<file path="src/rtl/piso_serial_tx.sv">
// Parallel-in, serial-out transmitter: takes a WIDTH-bit word over a valid/ready handshake and
// sends it one bit per clock, framed by serial_valid/serial_last, with an optional idle gap.
module piso_serial_tx #(
  parameter int unsigned WIDTH      = 8,
  parameter bit          LSB_FIRST  = 1'b0,
  parameter int unsigned GAP_CYCLES = 0
) (
  input  logic             clk,
  input  logic             reset,
  input  logic             load_valid,
  input  logic [WIDTH-1:0] load_data,
  output logic             load_ready,
  output logic             serial_out,
  output logic             serial_valid,
  output logic             serial_last,
  output logic             busy
);

  localparam int unsigned    CntW    = $clog2(WIDTH);
  localparam logic [CntW-1:0] LastIdx = CntW'(WIDTH - 1);
  localparam bit             HasGap  = (GAP_CYCLES != 0);
  localparam logic [7:0]     GapLast = 8'(GAP_CYCLES - 1);

  typedef enum logic [1:0] {StIdle, StShift, StGap} state_e;

  state_e           state_q;
  logic [WIDTH-1:0] shift_q;
  logic [CntW-1:0]  bit_cnt_q;
  logic [7:0]       gap_cnt_q;

  logic             load_bit;
  logic             shift_bit;
  logic [WIDTH-1:0] load_rest;
  logic [WIDTH-1:0] shift_rest;
  logic [CntW-1:0]  bit_cnt_inc;
  logic             at_last;
  logic             start;

  // The first bit goes straight to serial_out, so the shift register holds only what remains.
  always_comb begin
    load_bit    = LSB_FIRST ? load_data[0] : load_data[WIDTH-1];
    shift_bit   = LSB_FIRST ? shift_q[0] : shift_q[WIDTH-1];
    load_rest   = LSB_FIRST ? (load_data >> 1) : (load_data << 1);
    shift_rest  = LSB_FIRST ? (shift_q >> 1) : (shift_q << 1);
    bit_cnt_inc = bit_cnt_q + CntW'(1);
    at_last     = (bit_cnt_q == LastIdx);
    start       = load_valid && load_ready &&
                  ((state_q == StIdle) || ((state_q == StShift) && at_last && !HasGap));
  end

  always_ff @(posedge clk) begin
    if (reset) begin
      state_q      <= StIdle;
      shift_q      <= '0;
      bit_cnt_q    <= '0;
      gap_cnt_q    <= '0;
      load_ready   <= 1'b1;
      serial_out   <= 1'b0;
      serial_valid <= 1'b0;
      serial_last  <= 1'b0;
      busy         <= 1'b0;
    end else if (start) begin
      state_q      <= StShift;
      shift_q      <= load_rest;
      bit_cnt_q    <= '0;
      load_ready   <= 1'b0;
      serial_out   <= load_bit;
      serial_valid <= 1'b1;
      serial_last  <= 1'b0;
      busy         <= 1'b1;
    end else begin
      case (state_q)
        StIdle: begin
          load_ready <= 1'b1;
          busy       <= 1'b0;
        end
        StShift: begin
          if (at_last) begin
            serial_out   <= 1'b0;
            serial_valid <= 1'b0;
            serial_last  <= 1'b0;
            bit_cnt_q    <= '0;
            if (HasGap) begin
              state_q    <= StGap;
              gap_cnt_q  <= '0;
              load_ready <= 1'b0;
              busy       <= 1'b1;
            end else begin
              state_q    <= StIdle;
              load_ready <= 1'b1;
              busy       <= 1'b0;
            end
          end else begin
            bit_cnt_q   <= bit_cnt_inc;
            shift_q     <= shift_rest;
            serial_out  <= shift_bit;
            serial_last <= (bit_cnt_inc == LastIdx);
            // Back-to-back loading is only offered when no gap follows the word.
            load_ready  <= !HasGap && (bit_cnt_inc == LastIdx);
          end
        end
        StGap: begin
          if (gap_cnt_q == GapLast) begin
            state_q    <= StIdle;
            gap_cnt_q  <= '0;
            load_ready <= 1'b1;
            busy       <= 1'b0;
          end else begin
            gap_cnt_q <= gap_cnt_q + 8'd1;
          end
        end
        default: begin
          state_q      <= StIdle;
          load_ready   <= 1'b1;
          serial_valid <= 1'b0;
          serial_out   <= 1'b0;
          serial_last  <= 1'b0;
          busy         <= 1'b0;
        end
      endcase
    end
  end

endmodule
</file>
<file path="config.mk">
export PLATFORM = sky130hd
export DESIGN_NAME = piso_serial_tx
export DESIGN_NICKNAME = d
export VERILOG_FILES = /design/src/rtl/piso_serial_tx.sv
export SDC_FILE = /design/constraint.sdc
export NUM_CORES = 1
export LEC_CHECK = 0
export ABC_AREA = 1
export BUFFER_PORTS_ARGS = -buffer_cell sky130_fd_sc_hd__buf_2
export CAP_MARGIN = 20
export CORE_MARGIN = 8
export CORE_UTILIZATION = 40
export CTS_BUF_LIST = sky130_fd_sc_hd__clkbuf_4
export DETAILED_ROUTE_END_ITERATION = 10
export PLACE_DENSITY_LB_ADDON = 0.3
export SYNTH_ARGS = -nofsm -noshare
export SYNTH_HDL_FRONTEND = slang
export SYNTH_SLANG_ARGS = --single-unit
</file>
<file path="constraint.sdc">
create_clock -name clk -period 1.7 [get_ports clk]
set_clock_uncertainty 0.15 [all_clocks]
set_input_delay 0.085 -clock clk [delete_from_list [all_inputs] [get_ports clk]]
set_output_delay 0.085 -clock clk [all_outputs]
set_load 0.05 [all_outputs]
</file>
Word-level counts from Yosys, hierarchy flattened

Index checks and enable logic that the tools add are counted.
W data, S select, Z words.

Flip-flop bits (word level): 25
Bits of input ports: 11
Word-level logic and storage cells: 64

Bitwise logic cells: 2
$add $sub $neg: 2
Muxes and demuxes: 24
Reduce and logical (&&, ||, !) cells: 14
Equal/unequal tests: 12

Operator list:

| kind                  | count |
|---|---|
| $mux W8               | 4 |
| $mux W1               | 11 |
| $pmux W1 S2           | 5 |
| $add A8 B1 Y8 const B | 1 |
| $eq A8 B8 Y1 const B  | 1 |
| $reduce_and A2 Y1     | 4 |
| $eq A3 B3 Y1 const B  | 2 |
| $ne A2 B2 Y1 const B  | 3 |
| $ne A3 B3 Y1 const B  | 2 |
| $pmux W2 S3           | 1 |
| $reduce_and A3 Y1     | 2 |
| $mux W2               | 2 |
| $ne A2 B1 Y1 const B  | 2 |
| $reduce_or A2 Y1      | 2 |
| $add A3 B1 Y3 const B | 1 |
| $logic_and A1 B1 Y1   | 3 |
| $mux W3               | 1 |
| $eq A2 B1 Y1 const B  | 1 |
| $eq A2 B2 Y1 const B  | 1 |
| $logic_not A2 Y1      | 1 |
| $not A1 Y1            | 2 |
| $reduce_bool A2 Y1    | 1 |
| $logic_or A1 B1 Y1    | 1 |

Longest topological paths before layout

Depth after elaboration: 6
Mapped depth: 10
Mapped depth without buffers: 9

Least setup slack after synthesis

OpenSTA, ideal clock, no wires.

Path type: register to register
Start point: register load_ready
End point: register bit_cnt_q[0]
Setup slack: 0.124 ns
Clock period less this slack: 1.576 ns
Buffers on the path: 1
Library setup time: 0.129 ns
Stages on the path, launching flop included: 5
Data arrival time: 1.297 ns
Path through: dfxtp_1 nand2_1 buf_4 o21ai_0 nor2_1

Longest elaborated chain between the ends: 3

Ends and longest elaborated chain:

| item                              | RTL line | RTL |
|---|---|---|
| start, declared                   | 12       | `output logic load_ready,` |
| start signal, assigned            | 99       | `load_ready <= !HasGap && (bit_cnt_inc == LastIdx);` |
| $logic_and A1 B1 Y1 (2 in a row)  | 47       | `start = load_valid && load_ready &&` |
| $reduce_or A2 Y1 (no source line) | --       |  |
| end signal, assigned              | 94       | `bit_cnt_q <= bit_cnt_inc;` |
| end, declared                     | 28       | `logic [CntW-1:0] bit_cnt_q;` |

Every way passes these cells.
A chain may end at the register's enable or synchronous reset.

Worst setup path after layout

Start point: register bit_cnt_q[0]
End point: register serial_out

Longest elaborated chain between the ends: 5
Elaborated cells on any way between the ends: 8

Ends and longest elaborated chain:

| item                                                                | RTL line | RTL |
|---|---|---|
| $eq A3 B3 Y1 (*)                                                    | 46       | `at_last = (bit_cnt_q == LastIdx);` |
| parallel branches: the longest is 4 deep, another holds $pmux W1 S2 | --       |  |
| end signal, assigned                                                | 67       | `serial_out <= load_bit;` |
| end signal, assigned                                                | 96       | `serial_out <= shift_bit;` |
| end, declared                                                       | 13       | `output logic serial_out,` |

Mark *: on every way between the ends.

==> results by group <==
Outcome
  • Status: complete, no violations

Worst setup path
  • Worst-path maximum fanout: 16
  • Crit path required time: 1740 ps
  • Setup crit start kind: flip-flop
  • CP endpoint kind: flip-flop
  • Worst r2r path cells: 9
  • Critical Path AT: approximately 1600 ps
  • Crit Path Class: flip-flop to flip-flop

Power
  • Pwr Density: roughly 830 nW/um^2
  • Clock power frac: 0.291
  • VDD IR max: ~0.54 mV
  • Net Sw Frac: 0.301
  • Leakage: between 0.4 and 0.5 nW
  • Int Power: around 0.00054 W
  • Reg power frac: 0.500
  • Final Power: between 0.0007 and 0.0008 W
  • P_sw: about 0.00023 W
  • Gate power share: 0.208

Timing
  • Maximum clock rate: roughly 0.63 GHz
  • Final WS setup: 119 ps
  • Final hold violation count: 0
  • Rel. slew slack: 0.827
  • Fin crit share: 0.930
  • Setup_tns: 0 ps
  • Pins Over Slew Limit: 0
  • RSZ-0062 raised after global routing: false
  • Minimum clock period: roughly 1600 ps
  • Setup Viol. Count Final: 0
  • Slew at the pin closest to its max-slew limit: 258 ps

Finish
  • Filler cells: roughly 170
  • Net count, final: about 140
  • Area delta synth->final: 30.8%
  • Diodes inserted: 0
  • Commonest non-fill, non-tap cell in the layout: nand3_1
  • Multi-input combinational cell area: about 330 sq um
  • Layout Cells excl Fill: around 150
  • Most frequent cells in the layout: nand3_1, nand2_1, buf_2, dfxtp_1, inv_1
  • Share of post-route cells with drive strength above 1: 0.198
  • Sequential Area: around 300 sq um

Clock network
  • Worst skew pair latency: ~290 ps
  • CTS max path bufs: 2
  • Clock Root Buffer: clkbuf_4
  • Post-CTS Setup Inserts: 0
  • CTS tree: yes
  • H-Tree Depth: 1
  • Total CTS buffers: 3
  • Clock transition at path regs: 90 ps
  • Clock Sinks: 15

Detailed routing
  • Routed WL: around 1700 um
  • 1st-iter DRT viols: 14
  • Routed len/inst: 11.5 um
  • DRC Markers: 0
  • Via-per-instance ratio: between 4 and 5
  • 1st-pass router iterations: 5
  • Post-route ant nets: 0
  • Vias: 712

Synthesis
  • Synth unique cells: 14
  • Register area share after synthesis: 0.420
  • Synth top area share: 0.420
  • Largest family of logic cells by synthesized area: simple AND/OR/NAND/NOR gates
  • Largest area contributor in the netlist: dfxtp_1
  • Adder-cell share of the synthesized area: 0.0701
  • Synth top area cells: dfxtp_1, nand3_1, nand2_1
  • Mux share of post-synthesis cell area: 0
  • Post-Synth XOR/XNOR Area: 0
  • Mapped Area: ~710 sq um
  • Mapped Cells: 98
  • YS warnings: 0
  • Simple-gate area share of the yosys netlist: 0.326
  • Syn nets: 113
  • Syn_area_per_cell: 7.29 sq um
  • Number of synthesized register bits: 15
  • Complex-gate fraction of the synthesized area: 0.0630

Place
  • Post-DP HPWL: approximately 1100 um
  • RePlAce Congestion: 0.738
  • Pre-CTS WS: between 100 and 150 ps
  • I/O Buffers: 15
  • Cell total after placement: around 140

GRT
  • GRT Total Usage: 0.107
  • Initial antenna violation count: 0
  • Vias in the first global route: 681
  • Largest net degree at the start of global routing: 17
  • First-pass GRT wire length: 2840 um
  • Gr ovfl total: 0

Hold path
  • WHS Path Cells: 5
  • Hold WC Path Type: input pin to flip-flop

Floorplan
  • Chip Width: slightly below 60 um
  • Placeable core area: about 1700 sq um
  • Std cell rows: 15
  • Die area: 3390 sq um
  • Initial cell density of the core: 0.418
  • I/O pin count: 16
  • Die height: 58.3 um

Run
  • Maxcap violations: 0
[power by group through the flow]
| stage | Clock [W] | Sequential [W] | Combinational [W] |
|---|---|---|---|
| final | 0.000226 | 0.000387 | 0.000161 |
| after global routing | 0.000244 | 0.000390 | 0.000177 |
| after CTS | 0.000228 | 0.000387 | 0.000158 |
| after detailed placement | 0 | 0.000395 | 0.000140 |
| after global placement | 0 | 0.000394 | 0.000139 |
| after floorplan | 0 | 0.000422 | 0.0000796 |
[worst max-delay path, cell delays in order, from the launching register on]
cell and delay, ps:
dfxtp_2 350, ha_1 220, ha_1 180, inv_1 60
nand2_2 80, buf_6 170, nand3_1 80, nand2_1 60
nor2_1 80, nor2_1 40
[area by class of cell]
class	instances	share of cell area
Clock buffer	4	0.0321
Inverter	14	0.0562
Multi-Input combinational cell	66	0.351
Sequential cell	15	0.323
Tap cell	25	0.0335
Timing Repair Buffer	27	0.205
[registers in the layout, indices dropped and copies added, names as in the netlist]
| register | flops |
|---|---|
| shift_q | 7 |
| bit_cnt_q | 3 |
| busy | 1 |
| load_ready | 1 |
| serial_last | 1 |
| serial_out | 1 |
| serial_valid | 1 |
[metal layers]
metal  GRT usage  part of all wire  vias to the layer above
met4      0.0629             0.020                        0
met3      0.0442             0.057                        5
met1       0.117              0.44                      324
li1            -                 -                      369
met2       0.167              0.48                       14
met5           0                 0                        -
[kinds of logic after synthesis]
kind of cell	Yosys count
flops	15
simple gates	53
buf+inv	17
fa+ha+maj	4
compound gates	9
[synthesized netlist by cell type]
| library cell | n |
|---|---|
| nand3_1 | 22 |
| nor3_1 | 3 |
| ha_1 | 4 |
| nand2_2 | 1 |
| dfxtp_1 | 15 |
| nand2_1 | 20 |
| buf_8 | 1 |
| buf_6 | 1 |
| o21ai_0 | 3 |
| nor2_1 | 7 |
| inv_1 | 12 |
| a21oi_1 | 6 |
| buf_4 | 1 |
| clkinv_1 | 2 |
[final timing paths]
path	from	endpoint	slack [ps]
min	load_valid	shift_q[1]	150
min reg2reg	busy	busy	340
max reg2reg	bit_cnt_q[0]	serial_out	120
max	bit_cnt_q[0]	serial_out	120
[metrics by stage]
step                hold slack [ps]  area [sq um]  utilization
floorplan                      4.07           714            -
global placement                110           810        0.474
detailed placement              114           810        0.474
CTS                             143           930        0.544
global route                    181           935        0.547
finish                          151           935        0.547
[repair_timing]
item	4_1_cts	5_1_grt
endpoints found under the setup margin	0	10
endpoints found under the hold margin	8	0
hold buffers	9	0
resized for setup	0	4
Note: power is estimated with default switching activity, not from simulation.
